<file path="config.mk">
export PLATFORM = sky130hd
export DESIGN_NAME = sensor_conditioner
export DESIGN_NICKNAME = d
export VERILOG_FILES = /design/src/rtl/sensor_conditioner.sv
export SDC_FILE = /design/constraint.sdc
export NUM_CORES = 1
export LEC_CHECK = 0
export CORE_ASPECT_RATIO = 0.7
export CORE_MARGIN = 5
export CORE_UTILIZATION = 35
export CTS_BUF_LIST = sky130_fd_sc_hd__clkbuf_8
export CTS_CLUSTER_SIZE = 25
export DETAILED_ROUTE_END_ITERATION = 16
export PLACE_DENSITY_LB_ADDON = 0.08
export SYNTH_ARGS = -nofsm -noshare
export SYNTH_HDL_FRONTEND = slang
export SYNTH_SLANG_ARGS = --single-unit
</file>
<file path="constraint.sdc">
create_clock -name clk -period 1.2 [get_ports clk]
set_clock_uncertainty 0.2 [all_clocks]
set_input_delay 0.12 -clock clk [delete_from_list [all_inputs] [get_ports clk]]
set_output_delay 0.12 -clock clk [all_outputs]
set_load 0.005 [all_outputs]
</file>
<file path="src/rtl/sensor_conditioner.sv">
`default_nettype none
// ============================================================================
// sensor_conditioner: sync/debounce of street sensors and parade buttons,
// P/R pulses and parade-mode level; SENSOR_STRETCH_EN adds TA/TB hold. Rev 1.0
// ============================================================================
module sensor_conditioner #(
  parameter int DEB_CYCLES     = 4,
  parameter int CNT_W          = 3,
  parameter int STRETCH_CYCLES = 8
) (
  input  logic clk,
  input  logic reset,
  input  logic raw_ta,
  input  logic raw_tb,
  input  logic btn_p,
  input  logic btn_r,
  output logic TA,
  output logic TB,
  output logic P,
  output logic R,
  output logic par_mode
);

  localparam int               NCH       = 4;
  localparam logic [CNT_W-1:0] c_cnt_max = CNT_W'(DEB_CYCLES - 1);

  // Channel order: 0 = ta, 1 = tb, 2 = p, 3 = r
  logic [NCH-1:0]   w_raw;
  logic [NCH-1:0]   sync1_q;
  logic [NCH-1:0]   sync2_q;
  logic [NCH-1:0]   stable_q;
  logic [NCH-1:0]   stable_d;
  logic [CNT_W-1:0] cnt_q [NCH];
  logic [CNT_W-1:0] cnt_d [NCH];
  logic [1:0]       btn_prev_q;
  logic [1:0]       w_btn_rise;
  logic             p_q, p_d;
  logic             r_q, r_d;
  logic             par_q, par_d;

  assign w_raw = {btn_r, btn_p, raw_tb, raw_ta};

  always_comb begin
    for (int i = 0; i < NCH; i++) begin
      stable_d[i] = stable_q[i];
      cnt_d[i]    = '0;
      if (sync2_q[i] != stable_q[i]) begin
        if (cnt_q[i] == c_cnt_max) begin
          stable_d[i] = sync2_q[i];
        end else begin
          cnt_d[i] = cnt_q[i] + 1'b1;
        end
      end
    end
  end

  // End-of-parade wins when both buttons settle on the same edge.
  assign w_btn_rise = stable_q[3:2] & ~btn_prev_q;

  always_comb begin
    r_d   = w_btn_rise[1];
    p_d   = w_btn_rise[0] & ~w_btn_rise[1];
    par_d = par_q;
    if (r_q) begin
      par_d = 1'b0;
    end else if (p_q) begin
      par_d = 1'b1;
    end
  end

  always_ff @(posedge clk) begin
    if (reset) begin
      sync1_q    <= '0;
      sync2_q    <= '0;
      stable_q   <= '0;
      btn_prev_q <= '0;
      for (int i = 0; i < NCH; i++) begin
        cnt_q[i] <= '0;
      end
      p_q        <= 1'b0;
      r_q        <= 1'b0;
      par_q      <= 1'b0;
    end else begin
      sync1_q    <= w_raw;
      sync2_q    <= sync1_q;
      stable_q   <= stable_d;
      btn_prev_q <= stable_q[3:2];
      for (int i = 0; i < NCH; i++) begin
        cnt_q[i] <= cnt_d[i];
      end
      p_q        <= p_d;
      r_q        <= r_d;
      par_q      <= par_d;
    end
  end

  assign P        = p_q;
  assign R        = r_q;
  assign par_mode = par_q;

`ifdef SENSOR_STRETCH_EN
  localparam int                HOLD_W      = $clog2(STRETCH_CYCLES + 1);
  localparam logic [HOLD_W-1:0] c_hold_init = HOLD_W'(STRETCH_CYCLES);

  logic [HOLD_W-1:0] hold_q [2];
  logic [HOLD_W-1:0] hold_d [2];
  logic [1:0]        tatb_q;
  logic [1:0]        tatb_d;

  // Hold is armed on the falling edge of stable and cancelled by a re-rise.
  always_comb begin
    for (int i = 0; i < 2; i++) begin
      hold_d[i] = hold_q[i];
      if (stable_d[i]) begin
        hold_d[i] = '0;
      end else if (stable_q[i]) begin
        hold_d[i] = c_hold_init;
      end else if (hold_q[i] != '0) begin
        hold_d[i] = hold_q[i] - 1'b1;
      end
      tatb_d[i] = stable_d[i] | (hold_d[i] != '0);
    end
  end

  always_ff @(posedge clk) begin
    if (reset) begin
      hold_q[0] <= '0;
      hold_q[1] <= '0;
      tatb_q    <= '0;
    end else begin
      hold_q[0] <= hold_d[0];
      hold_q[1] <= hold_d[1];
      tatb_q    <= tatb_d;
    end
  end

  assign TA = tatb_q[0];
  assign TB = tatb_q[1];
`else
  assign TA = stable_q[0];
  assign TB = stable_q[1];
`endif

endmodule
`default_nettype wire

</file>
==> impl.org <==
** Drt
- Wires add up to 1710 um.
- The first detailed-routing pass took 2 iterations.
- In the routed design, unresolved DRC markers number 0.
- Via density per instance :: 4.41
- Metal1 wirelength :: 872 um
- Post-route antenna net violation count :: 0
- Dividing the detail-routed wire length by the instance count gives 12.0 um.
- In the detailed route, the total length drawn on met2 is 743 um.
- First DRT Iteration DRCs :: 12
- Summed over all nets, wire length on met3 after detailed routing comes to 84 um.
- Highest layer used for signal routing :: met4
- Across all layers, the routed design uses 626 vias.

** Critical path
- Cell family with the largest share of critical-path delay :: flip-flops
- Worst R2R Setup Slack :: -0.02 ns
- Kind of end point of the critical path :: flip-flop
- STA classifies the critical path startpoint as a flip-flop.
- In this run the worst path has a maximum fanout of 4.
- Together, buffers and inverters on the worst path number 0.
- Worst setup path category :: reg -> reg
- In this design, the stage delay of the slowest critical-path cell is 0.34 ns.
- The critical path goes through ha_4 -> ha_4 -> mux2i_2 -> nor2_1.
- Critical-path top delay cell :: sky130_fd_sc_hd__dfxtp_2
- The most numerous cell type found on the critical path is sky130_fd_sc_hd__ha_4.
- Worst EP required :: 1.16 ns
- Worst EP arrival :: 1.18 ns

** Floorplanning
- For this design the top-level I/O count stands at 11.
- Vertical die dimension :: 56.0 um
- In this run the horizontal extent of the chip is 75.8 um.
- Core area :: 2840 um^2
- Initial core utilization :: 37.3%
- The die covers 4250 um^2.
- Site Rows :: 16

** STA
- Share of the clock period used by the worst path after layout :: 102%
- Setup violations remaining at the end of the flow were counted as 6.
- The final count of pins violating max slew came to 0.
- Worst-case headroom to the max-slew limit :: 63.7%
- The routed design could run at a clock period as short as 1.22 ns.
- In the post-route analysis, the smallest setup slack over all paths is -0.0203 ns.
- Setup total negative slack on the finished layout was measured at -0.0638 ns.
- Count of final hold-check violations :: 0
- Setup repair after global routing could not meet its margin everywhere.
- For the pin with the worst max-slew slack, the measured transition is 0.541 ns.
- Max frequency :: 0.819 GHz

** Run
- Across the run, the number of max-cap violations was 0.

** Outcome
- Status :: finished with violations
- Violated checks :: negative setup slack

** GRT
- For this run the aggregate overflow at the end of global routing stands at 0.
- First-pass GRT wire length :: 2750 um
- Entering global routing, the biggest net connects 13 pins.
- The via count of the first global-routing pass is 602.
- In the global route stage, overall resource usage came out at 8.62%.
- The number of antenna violations at the first check in global routing is 0.

** Synth
- Combined area of all synthesized cells :: 1060 um^2
- Among all flip-flop cells after synthesis, the most frequent one is sky130_fd_sc_hd__dfxtp_1.
- Largest area contributor in the synthesized netlist :: sky130_fd_sc_hd__dfxtp_1
- Async set-or-reset flop fraction in the synthesized netlist :: 0%
- Post-synth EDFFs :: 0
- Sorting the synthesized cells by area gives the leading types as sky130_fd_sc_hd__dfxtp_1 (55%), sky130_fd_sc_hd__ha_1 (9.4%), sky130_fd_sc_hd__and2b_2 (6.6%).
- Sorting the synthesized cells by how often they occur yields sky130_fd_sc_hd__dfxtp_1 (29), sky130_fd_sc_hd__and2b_2 (8), sky130_fd_sc_hd__ha_1 (8).
- Sequential cells were found to cover 54.8% of the synthesized design area.
- Synthesized netlist cell count :: 83
- The synthesized netlist contains 14 unique library cells.
- Synthesis inferred 29 register bits.
- Leading cell type by number of instances after synthesis :: sky130_fd_sc_hd__dfxtp_1
- Average size of a mapped cell :: 12.8 um^2
- Net count after synthesis :: 97
- For this run, the number of Yosys warnings is 0.
- Portion of synthesized cell area occupied by the leading cell type :: 54.8%

** Placement
- Half-perimeter wire length after placement :: 1170 um
- In this run the tool buffered the top-level ports with 10 buffer cells.
- At the end of routability-driven placement, the weighted congestion stood at 0.680.

** Clock network
- The later pin in the worst-skew pair is clocked with a latency of 0.26 ns.
- Counting the buffers created by CTS gives 5.
- Counting every sink on the clock net gives 29.
- In this run the clock root is driven by a sky130_fd_sc_hd__clkbuf_8.
- After clock tree synthesis, the clock-pin slew on the worst setup and hold paths is 0.06 ns.
- H-tree level count :: 2
- Maximum buffer depth of the clock tree :: 2
- The number of hold buffers added after CTS was 0.
- TritonCTS clock tree :: done

** Pwr
- Cell area power density :: 1210 nW/um^2
- Across the VDD grid, the largest voltage drop is 0.525 mV.
- Summed over all cells, the static leakage comes to 0.543 nW.
- Post-layout power :: 1.83 mW

** Final layout
- Number of antenna diodes :: 0
- Counting the fill cells in the layout gives 242.
- From synthesis to final layout, the design area changed by 42.3%.
- Proportion of layout cells with a drive suffix above 1 :: 50.9%
- Multi-input combinational cell area :: 593 um^2
- Register area :: 601 um^2
- Total number of nets in the final design :: 120

** Min path
- The tightest min-delay check is of the reg -> reg type.
-- where the power goes --
| part | leakage [nW] | switching, mW | total, mW | internal [mW] |
|---|---|---|---|---|
| clock | 0.0485 | 0.311 | 0.755 | 0.445 |
| sequential | 0.241 | 0.00937 | 0.985 | 0.975 |
| combinational | 0.254 | 0.0365 | 0.0874 | 0.0510 |
| total | 0.543 | 0.357 | 1.83 | 1.47 |
-- cells by family (layout without fill, tap and decap cells) --
| logic type | count (synthesis) | in the layout | share of synthesized area [%] |
|---|---|---|---|
| AND/OR/NAND/NOR | 31 | 31 | 24.1 |
| adder cells (fa/ha/maj) | 8 | 8 | 9.45 |
| flip-flops | 29 | 29 | 54.8 |
| multiplexers | 4 | 4 | 3.78 |
| XOR/XNOR | 4 | 4 | 3.31 |
| buffers and inverters | 7 | 30 | 4.60 |
-- what timing repair did --
item	4_1_cts	5_1_grt
cloned	0	0
gates resized for setup	15	14
pin swaps	8	4
setup endpoints to repair	14	19
setup buffers	0	3
-- cells in the final DEF, fill, tap and decap left out, types with 3 or more instances in the layout --
cell type / netlist / layout
sky130_fd_sc_hd__nor2_1: 5 / 5
sky130_fd_sc_hd__xnor2_1: 4 / 3
sky130_fd_sc_hd__nor4b_2: 4 / 3
sky130_fd_sc_hd__clkbuf_8: 0 / 6
sky130_fd_sc_hd__buf_4: 0 / 8
sky130_fd_sc_hd__dlygate4sd2_1: 0 / 3
sky130_fd_sc_hd__ha_4: 0 / 8
sky130_fd_sc_hd__nor2b_1: 4 / 4
sky130_fd_sc_hd__and2b_2: 8 / 8
sky130_fd_sc_hd__dfxtp_2: 0 / 7
sky130_fd_sc_hd__dfxtp_1: 29 / 19
sky130_fd_sc_hd__mux2i_1: 4 / 3
sky130_fd_sc_hd__nor4_2: 3 / 5
sky130_fd_sc_hd__dfxtp_4: 0 / 3
sky130_fd_sc_hd__inv_1: 4 / 5
sky130_fd_sc_hd__clkdlybuf4s50_1: 0 / 5
-- registers in the layout, summed over array words and instances, names as in the netlist --
register and flops:
par_mode 1, sync2_q 4, cnt_q 12, stable_q 4, btn_prev_q 2, P 1, sync1_q 4, R 1
-- layer usage --
| layer | GRT usage [%] | up-vias |
|---|---|---|
| met1 | 12.2 | 288 |
| met5 | 0 | - |
| met4 | 3.74 | 0 |
| li1 | - | 326 |
| met3 | 4.87 | 2 |
| met2 | 10.4 | 10 |
-- metrics by stage --
| stage | hold slack, ns | area, um^2 | setup slack (ns) | instances | utilization [%] |
|---|---|---|---|---|---|
| floorplan | 0.0482 | 1130 | -0.00365 | 83 | - |
| detailed placement | 0.187 | 1290 | -0.226 | 132 | 45.4 |
| global placement | 0.178 | 1290 | -0.196 | 132 | 45.4 |
| global route | 0.210 | 1510 | -0.0678 | 142 | 53.0 |
| finish | 0.194 | 1510 | -0.0203 | 142 | 53.0 |
| CTS | 0.199 | 1420 | -0.0456 | 139 | 50.0 |
-- worst paths after layout --
path | cells past startpoint | end | startpoint
max | 4 | stable_q[2] | cnt_q[2][1]
min | 1 | P | btn_prev_q[0]
max reg2reg | 4 | stable_q[2] | cnt_q[2][1]
min reg2reg | 1 | P | btn_prev_q[0]
-- layout make-up --
type / count / area share, %
clock inverters: 1 / 0.249
inverters: 4 / 0.996
repair buffers: 19 / 11.1
multi-input cells: 47 / 39.3
flip-flops and latches: 29 / 39.8
clock buffers: 6 / 5.48
well taps: 36 / 2.99
(Power assumes the default switching activity.)
